$ cat config.mk
export PLATFORM = sky130hd
export DESIGN_NAME = access_rr_arbiter3
export DESIGN_NICKNAME = d
export VERILOG_FILES = /design/src/rtl/access_rr_arbiter3.sv
export SDC_FILE = /design/constraint.sdc
export NUM_CORES = 1
export LEC_CHECK = 0
export CORE_MARGIN = 3
export CORE_UTILIZATION = 43
export CTS_CLUSTER_DIAMETER = 40
export DETAILED_ROUTE_END_ITERATION = 8
export PLACE_DENSITY = 0.85
export SYNTH_ARGS = -nofsm -noshare
export SYNTH_HDL_FRONTEND = slang
export SYNTH_SLANG_ARGS = --single-unit
export TNS_END_PERCENT = 1
$ cat constraint.sdc
create_clock -name clk -period 2.2 [get_ports clk]
set_input_delay 0.44 -clock clk [delete_from_list [all_inputs] [get_ports clk]]
set_output_delay 0.44 -clock clk [all_outputs]
set_load 0.005 [all_outputs]
$ cat src/rtl/access_rr_arbiter3.sv
// Round-robin burst arbiter for the 3:1 one-hot access mux.
// Sources: 0 = ifmap, 1 = filter, 2 = psum. A grant is held for a whole burst,
// which ends on the granted source's last beat or after MAX_BURST beats. Every
// burst is followed by one idle cycle in which sel is 000.
module access_rr_arbiter3 #(
  parameter  int MAX_BURST = 16,
  localparam int CNT_WIDTH = $clog2(MAX_BURST + 1)
) (
  input  logic                 clk,
  input  logic                 rst_n,
  input  logic [2:0]           req_valid,
  input  logic [2:0]           req_last,
  output logic [2:0]           req_ready,
  output logic                 out_valid,
  input  logic                 out_ready,
  output logic [2:0]           sel,
  output logic                 busy,
  output logic [CNT_WIDTH-1:0] beat_cnt
);

  typedef enum logic {
    IDLE  = 1'b0,
    GRANT = 1'b1
  } state_e;

  // Beat index at which a burst is forcibly released if last has not arrived.
  localparam logic [CNT_WIDTH-1:0] LAST_CNT = CNT_WIDTH'(MAX_BURST - 1);

  // rr_ptr holds the one-hot code of the last source served. The search starts
  // at the source after it, so the last winner has lowest priority next time.
  function automatic logic [2:0] rr_pick(input logic [2:0] ptr,
                                         input logic [2:0] req);
    logic [2:0] win;
    win = 3'b000;
    case (ptr)
      3'b001: begin                       // order 1, 2, 0
        if      (req[1]) win = 3'b010;
        else if (req[2]) win = 3'b100;
        else if (req[0]) win = 3'b001;
      end
      3'b010: begin                       // order 2, 0, 1
        if      (req[2]) win = 3'b100;
        else if (req[0]) win = 3'b001;
        else if (req[1]) win = 3'b010;
      end
      default: begin                      // 3'b100: order 0, 1, 2
        if      (req[0]) win = 3'b001;
        else if (req[1]) win = 3'b010;
        else if (req[2]) win = 3'b100;
      end
    endcase
    return win;
  endfunction

  state_e               state_q, state_d;
  logic [2:0]           sel_q, sel_d;
  logic [2:0]           rr_ptr_q, rr_ptr_d;
  logic [CNT_WIDTH-1:0] beat_cnt_q, beat_cnt_d;

  logic                 in_grant;
  logic                 beat;
  logic                 burst_end;
  logic                 release_now;
  logic [2:0]           winner;

  // Handshake toward the sources and the consumer; sel is registered, so
  // out_ready never reaches sel combinationally.
  always_comb begin
    in_grant    = (state_q == GRANT);
    out_valid   = in_grant & (|(req_valid & sel_q));
    req_ready   = in_grant ? (sel_q & {3{out_ready}}) : 3'b000;
    beat        = out_valid & out_ready;
    burst_end   = (|(req_last & sel_q)) | (beat_cnt_q == LAST_CNT);
    release_now = beat & burst_end;
    winner      = rr_pick(rr_ptr_q, req_valid);
  end

  // Next-state logic: pick a winner in IDLE, count beats and release in GRANT.
  always_comb begin
    // NOTE: every signal gets a default before the case so no path leaves it
    // unassigned; otherwise synthesis would infer a latch to hold the old value.
    state_d    = state_q;
    sel_d      = sel_q;
    rr_ptr_d   = rr_ptr_q;
    beat_cnt_d = beat_cnt_q;
    unique case (state_q)
      IDLE: begin
        if (|req_valid) begin
          state_d    = GRANT;
          sel_d      = winner;
          beat_cnt_d = '0;
        end
      end
      GRANT: begin
        if (release_now) begin
          state_d    = IDLE;
          sel_d      = 3'b000;
          beat_cnt_d = '0;
          rr_ptr_d   = sel_q;
        end else if (beat) begin
          beat_cnt_d = beat_cnt_q + CNT_WIDTH'(1);
        end
      end
      default: begin
        state_d    = IDLE;
        sel_d      = 3'b000;
        beat_cnt_d = '0;
      end
    endcase
  end

  // State registers; reset abandons any burst in flight and restores source 0 priority.
  always_ff @(posedge clk or negedge rst_n) begin
    // NOTE: sequential state uses non-blocking assignments so every register
    // samples the pre-edge values, independent of statement order.
    if (!rst_n) begin
      state_q    <= IDLE;
      sel_q      <= 3'b000;
      rr_ptr_q   <= 3'b100;
      beat_cnt_q <= '0;
    end else begin
      state_q    <= state_d;
      sel_q      <= sel_d;
      rr_ptr_q   <= rr_ptr_d;
      beat_cnt_q <= beat_cnt_d;
    end
  end

  assign sel      = sel_q;
  assign busy     = (state_q == GRANT);
  assign beat_cnt = beat_cnt_q;

`ifndef SYNTHESIS
  // The mux relies on sel being zero or exactly one-hot.
  a_sel_onehot0 : assert property (@(posedge clk) disable iff (!rst_n)
    $onehot0(sel_q));
  // A grant always carries a select and IDLE never does.
  a_busy_sel : assert property (@(posedge clk) disable iff (!rst_n)
    busy == (sel_q != 3'b000));
  // The last-served pointer is always one-hot.
  a_ptr_onehot : assert property (@(posedge clk) disable iff (!rst_n)
    $onehot(rr_ptr_q));
`endif

endmodule
==> results of run 1 <==
## synthesized netlist by cell type (all sizes together), types with 3 or more instances
cell type / number
dfrtp: 11
nor2: 9
and3: 4
nor3: 4
a32o: 3
inv: 3
mux2: 3
## layout by cell type, fill, tap and decap left out, drive strengths merged, types with 2 or more instances in the layout
master | netlist | routed
ha | 2 | 2
a21oi | 2 | 2
a32o | 3 | 3
clkbuf | 0 | 4
nor2 | 9 | 9
dfrtp | 11 | 11
xnor2 | 2 | 2
nand2 | 2 | 2
nand3 | 2 | 2
clkdlybuf4s50 | 0 | 20
nor3b | 2 | 2
o21bai | 2 | 2
and3 | 4 | 4
o21ai | 2 | 2
buf | 0 | 5
nor3 | 4 | 4
mux2 | 3 | 3
inv | 3 | 3
## state kept, by name, indices dropped and copies added (netlist names)
signal    flops
rr_ptr_q      3
sel           3
beat_cnt      5
busy          1
## metal layers
| layer | routed length (um) | global-route usage [%] |
|---|---|---|
| met5 | 0 | 0 |
| met4 | 78 | 13.5 |
| met3 | 104 | 6.37 |
| met2 | 863 | 33.1 |
| met1 | 692 | 21.9 |
## kinds of logic (layout without fill, tap and decap cells)
logic type / after synthesis / in the layout / share of synthesized area [%]
buffers and inverters: 3 / 33 / 1.71
AND/OR/NAND/NOR: 24 / 24 / 18.3
AO/OA/AOI/OAI: 16 / 16 / 21.1
adder cells (fa/ha/maj): 2 / 2 / 3.80
XOR/XNOR: 2 / 2 / 2.66
flip-flops: 12 / 12 / 45.8
multiplexers: 4 / 4 / 6.65
## power by group
group | switching [W] | internal (W) | total [W]
clock | 0.0000706 | 0.0000702 | 0.000141
combinational | 0.000164 | 0.000265 | 0.000428
sequential | 0.0000908 | 0.000285 | 0.000376
## final cells by class
cell class / count / share of cell area, %
Inverter: 3 / 1.19
Timing Repair Buffer: 26 / 26.0
Multi-Input combinational cell: 48 / 36.4
Clock buffer: 4 / 2.77
Tap cell: 15 / 1.98
Sequential cell: 12 / 31.8
## worst min path at each step
stage,end,start,depth (start not counted),slack [ns]
after floorplan,beat_cnt[0],rst_n,0,0.14
after global placement,beat_cnt[4],beat_cnt[4],1,0.50
after detailed placement,beat_cnt[0],beat_cnt[0],1,0.53
after CTS,sel[2],rst_n,1,0.52
after global routing,beat_cnt[1],rst_n,1,0.53
final,sel[2],rst_n,1,0.50
## through the flow
stage | setup TNS (ns) | cells | setup slack [ns] | power (W) | hold slack, ns
2_1_floorplan | 0 | 63 | 0.422 | 0.000568 | 0.144
3_3_place_gp | 0 | 104 | 0.0260 | 0.000789 | 0.505
3_5_place_dp | -0.00975 | 104 | -0.00975 | 0.000811 | 0.531
4_1_cts | 0 | 108 | 0.124 | 0.000947 | 0.522
5_1_grt | 0 | 108 | 0.103 | 0.00100 | 0.528
6_report | 0 | 108 | 0.137 | 0.000945 | 0.501
==> metrics.csv, run 1 <==
stage,metric,value,unit
worst_hold_path,worst min path class,input pin to asynchronous set/reset pin,
route,routed vias/inst,6.08,
clocking,postcts setup bufs,0,
clocking,clock buffer depth,2,
critical_path,CP bufs+invs,2,
global_route,initial antenna violation count,0,
final_layout,ANT cells,0,
clocking,Resized Gates After CTS,1,
sta,fin crit period,2.06,ns
placed_design,Area after DPL,925,um2
global_route,largest net degree at the start of global routing,13,
sta,Slew @ Worst Pin,0.525,ns
sta,Fin Clk Skew,0.0150,ns
critical_path,crit path launch,out_ready,
clocking,CTS sink count,12,
critical_path,crit path DAT,1.62,ns
synthesis,asr flop ratio synth,100,%
clocking,CTS tree,done,
sta,FMAX,485,MHz
synthesis,number of synthesized flops with an enable pin,0,
sta,fin crit share,93.8,%
critical_path,RR Startpoint,beat_cnt[0],
global_route,grt total ovfl,0,
clocking,clk_lat worst skew,0.28,ns
final_layout,fillers,115,
critical_path,path depth of the worst reg2reg path,7,
critical_path,critical path's most frequent cell,clkdlybuf4s50_1,
synthesis,Syn Inst Count,63,
critical_path,crit path cell chain,clkdlybuf4s50_1 > and3_1 > clkdlybuf4s50_1,
global_route,first-pass GRT wire length,2840,um
floorplanning,io pins,22,
route,Routed Antenna Nets,0,
route,drt initial violations,21,
critical_path,crit-path max FO,4,
synthesis,"Avg Cell Area, Syn",10.4,um2
critical_path,CP Capture Type,output port,
clocking,"CTS clk-pin slew, worst paths",0.08,ns
clocking,CTS Hold Bufs,0,
route,total number of vias,657,
critical_path,"Largest stage delay, worst path",0.51,ns
clocking,CTS H-Tree Depth,1,
global_route,Tot GR Track Use,20.1,%
synthesis,Most used DFF post-synth,dfrtp_1,
sta,RSZ-0062 raised after global routing,no,
final_layout,multi-input combinational cell area,345,um2
status,status,finished clean,
synthesis,synthesized cell area,658,um2
sta,Final setup viols,0,
synthesis,Syn. warnings,0,
critical_path,Startpoint Class,input pin,
clocking,total CTS buffers,3,
final_layout,Layout Utilization,69.5,%
final_layout,Area Overhead vs Synth,44.3,%
power_and_ir_drop,maximum vdd drop,0.564,mV
critical_path,r2r setup slk,0.28,ns
placed_design,Placer Congestion,0.897,
power_and_ir_drop,pwr/cell area,995,nW/um2
critical_path,CP required,1.76,ns
global_route,vias in the first global route,664,
route,DR DRC count,0,
floorplanning,std cell rows,13,
critical_path,Setup CP Type,input pin to output port,
synthesis,Post-Syn Nets,74,
synthesis,"Distinct cells, synth",27,
flow_run,total of max-cap violations,0,
placed_design,IO buf count,21,
critical_path,"delay-heaviest family, CP",buffers and inverters,
floorplanning,core region area,1370,um2
floorplanning,die footprint,2040,um2
power_and_ir_drop,Leak,0.412,nW
sta,Slew Limit Fails,0,
critical_path,Worst R2R End,rr_ptr_q[0],
final_layout,nets,105,
route,detailed-route wire length,1740,um
floorplanning,initial core utilization,48.2,%
final_layout,layout cells sized above 1,16.1,%
final_layout,register area,302,um2
final_layout,Layout Cell Area excl Fill,950,um2
floorplanning,Die Wd,45.1,um
critical_path,Worst setup endpoint,req_ready[1],
placed_design,Post-DP HPWL,1370,um
sta,final hold violations,0,
synthesis,part of the Yosys area used for sequential elements,45.8,%
synthesis,area share of the largest cell type after synthesis,41.8,%
synthesis,register bit total from synthesis,12,
critical_path,"slowest stage cell, crit path",clkdlybuf4s50_1,
route,drt pass-1 iters,4,
clocking,Root Buffer,clkbuf_4,
sta,Slew headroom,64.9,%
synthesis,top post-synthesis cells by area,"dfrtp_1 42%, mux2_2 5.1%, a32o_1 4.6%",
route,average wire per standard cell,16.1,um
synthesis,dominant cell type by area after synthesis,dfrtp_1,
critical_path,cell depth of the worst setup path,3,
floorplanning,Die Span Y,45.1,um
No activity file was read; power rests on OpenSTA's default activity.
==> run 2: changes to the inputs <==
clock period = 2.1 ns   (was 2.2 ns; I/O delays follow)
==> metrics.csv, run 2 (same netlist as run 1, synthesis figures left out) <==
stage,metric,value,unit,change
status,status,finished clean,,
route,Met1 Routed Length,738,um,+6.6%
final_layout,"most common cell after layout, fill and taps aside",clkdlybuf4s50_1,,
placed_design,IO buf count,21,,unchanged
critical_path,r2r setup slk,0.26,ns,-0.02 ns
sta,Fin Clk Skew,0.00304,ns,-0.0120 ns
sta,Slew @ Worst Pin,0.543,ns,+0.0180 ns
final_layout,layout cells sized above 1,17.0,%,+0.89 points
route,average wire per standard cell,14.9,um,-7.2%
final_layout,Final Non-Filler Cells,109,,+0.93%
critical_path,critical path's most frequent cell,clkdlybuf4s50_1,,
clocking,clock buffer depth,2,,unchanged
sta,final hold violations,0,,unchanged
clocking,"CTS clk-pin slew, worst paths",0.08,ns,about the same
sta,fin crit share,95.2,%,
critical_path,Startpoint Class,input pin,,
sta,Final setup viols,0,,unchanged
global_route,initial antenna violation count,0,,unchanged
clocking,CTS sink count,12,,unchanged
global_route,vias in the first global route,592,,-11%
route,routed wl met2,784,um,-9.2%
worst_hold_path,worst min path class,input pin to asynchronous set/reset pin,,
floorplanning,initial core utilization,48.2,%,unchanged
clocking,CTS H-Tree Depth,1,,unchanged
sta,RSZ-0062 raised after global routing,no,,
global_route,grt total ovfl,0,,unchanged
critical_path,"slowest stage cell, crit path",clkdlybuf4s50_1,,
floorplanning,Die Wd,45.1,um,unchanged
critical_path,"delay-heaviest family, CP",buffers and inverters,,
placed_design,Post-DP HPWL,1270,um,-7.4%
sta,FMAX,500,MHz,
flow_run,total of max-cap violations,0,,unchanged
clocking,postcts setup bufs,0,,unchanged
critical_path,Setup CP Type,input pin to output port,,
floorplanning,core region area,1370,um2,unchanged
power_and_ir_drop,pwr/cell area,1030,nW/um2,+3.2%
route,total number of vias,610,,-7.2%
clocking,CTS Hold Bufs,0,,unchanged
floorplanning,Die Span Y,45.1,um,unchanged
final_layout,nets,106,,+0.95%
route,DR DRC count,0,,unchanged
route,drt pass-1 iters,4,,unchanged
sta,Slew Limit Fails,0,,unchanged
route,drt initial violations,16,,-24%
route,detailed-route wire length,1630,um,-6.4%
clocking,Root Buffer,clkbuf_4,,
route,DR top layer,met4,,
placed_design,placed cells,105,,+0.96%
placed_design,Placer Congestion,0.900,,+0.27%
clocking,clk_lat worst skew,0.27,ns,about the same
global_route,first-pass GRT wire length,2640,um,-6.8%
critical_path,CP required,1.68,ns,-0.08 ns
power_and_ir_drop,maximum vdd drop,0.532,mV,-5.6%
critical_path,"Largest stage delay, worst path",0.50,ns,about the same
critical_path,CP Capture Type,output port,,
sta,total negative slack,0,ns,unchanged
global_route,Tot GR Track Use,18.9,%,-1.2 points
global_route,largest net degree at the start of global routing,13,,unchanged
final_layout,most frequent cells in the layout,"20 x clkdlybuf4s50_1, 11 x dfrtp_1, 8 x nor2_1",,
clocking,total CTS buffers,3,,unchanged
critical_path,crit path cell chain,clkdlybuf4s50_1 > and3_1 > clkdlybuf4s50_1,,
critical_path,crit path DAT,1.58,ns,-0.04 ns
floorplanning,std cell rows,13,,unchanged
power_and_ir_drop,Leak,0.418,nW,+1.3%
route,routed length on met3,79,um,-24%
floorplanning,die footprint,2040,um2,unchanged
sta,fin crit period,2.00,ns,
final_layout,Area Overhead vs Synth,45.4,%,
sta,Slew headroom,63.7,%,-1.2 points
route,routed vias/inst,5.60,,-8.0%
final_layout,Largest register FFs,5,,unchanged
final_layout,ANT cells,0,,unchanged
route,Routed Antenna Nets,0,,unchanged
critical_path,crit-path max FO,4,,unchanged
critical_path,CP bufs+invs,2,,unchanged
floorplanning,io pins,22,,unchanged
clocking,CTS tree,done,,
## run 2: cell types whose count changed in the layout (fill, tap and decap cells not counted), sizes merged
cell and delta:
buf +1
## run 2: what timing repair did
action / in CTS / in global routing
resized for setup: 1 / 0
endpoints found under the setup margin: 1 / 0
hold endpoints to repair: 0 / 0
## run 2: area by class of cell
cell class | count | area [um2]
repair buffers | 27 | 254
clock buffers | 4 | 26.3
multi-input cells | 48 | 345
well taps | 15 | 18.8
inverters | 3 | 11.3
fillers | 113 | 409
flip-flops and latches | 12 | 302
## run 2: report_power, final
| group | leakage, nW | internal [W] | total (W) | switching (W) |
|---|---|---|---|---|
| Combinational | 0.249 | 0.000279 | 0.000443 | 0.000164 |
| Clock | 0.0150 | 0.0000736 | 0.000151 | 0.0000769 |
| Sequential | 0.154 | 0.000298 | 0.000389 | 0.0000906 |
| Total | 0.418 | 0.000651 | 0.000982 | 0.000332 |
## run 2: path summary, 6_finish.rpt
kind / from / endpoint / depth (start not counted)
max: out_ready / req_ready[1] / 3
min: rst_n / busy / 1
max reg2reg: beat_cnt[0] / rr_ptr_q[0] / 7
min reg2reg: beat_cnt[4] / beat_cnt[4] / 1
max in group asynchronous: rst_n / rr_ptr_q[2] / 1
min in group clk: beat_cnt[4] / beat_cnt[4] / 1
## run 2: worst register-to-register path, cell delays in order (launching register included)
cell and delay, ns:
dfrtp_1 0.43, ha_1 0.22, and3_1 0.19, ha_1 0.17
a21oi_1 0.18, a211oi_2 0.09, buf_4 0.17, mux2_2 0.27
## run 2: through the flow
| step | area [um2] | setup WS, ns | hold slack [ns] | util (%) | power, W |
|---|---|---|---|---|---|
| final | 957 | 0.101 | 0.497 | 70.1 | 0.000982 |
| after global routing | 957 | 0.0354 | 0.507 | 70.1 | 0.00105 |
| after CTS | 957 | 0.0904 | 0.514 | 70.1 | 0.000992 |
| after detailed placement | 932 | -0.0616 | 0.514 | 68.2 | 0.000845 |
| after global placement | 932 | -0.0338 | 0.507 | 68.2 | 0.000828 |
| after floorplan | 658 | 0.322 | 0.124 | - | 0.000595 |
## run 2: per-layer routing
layer	global-route usage, %	up-vias
met4	9.36	0
li1	-	303
met3	6.77	4
met2	29.4	23
met1	22.9	280
met5	0	-
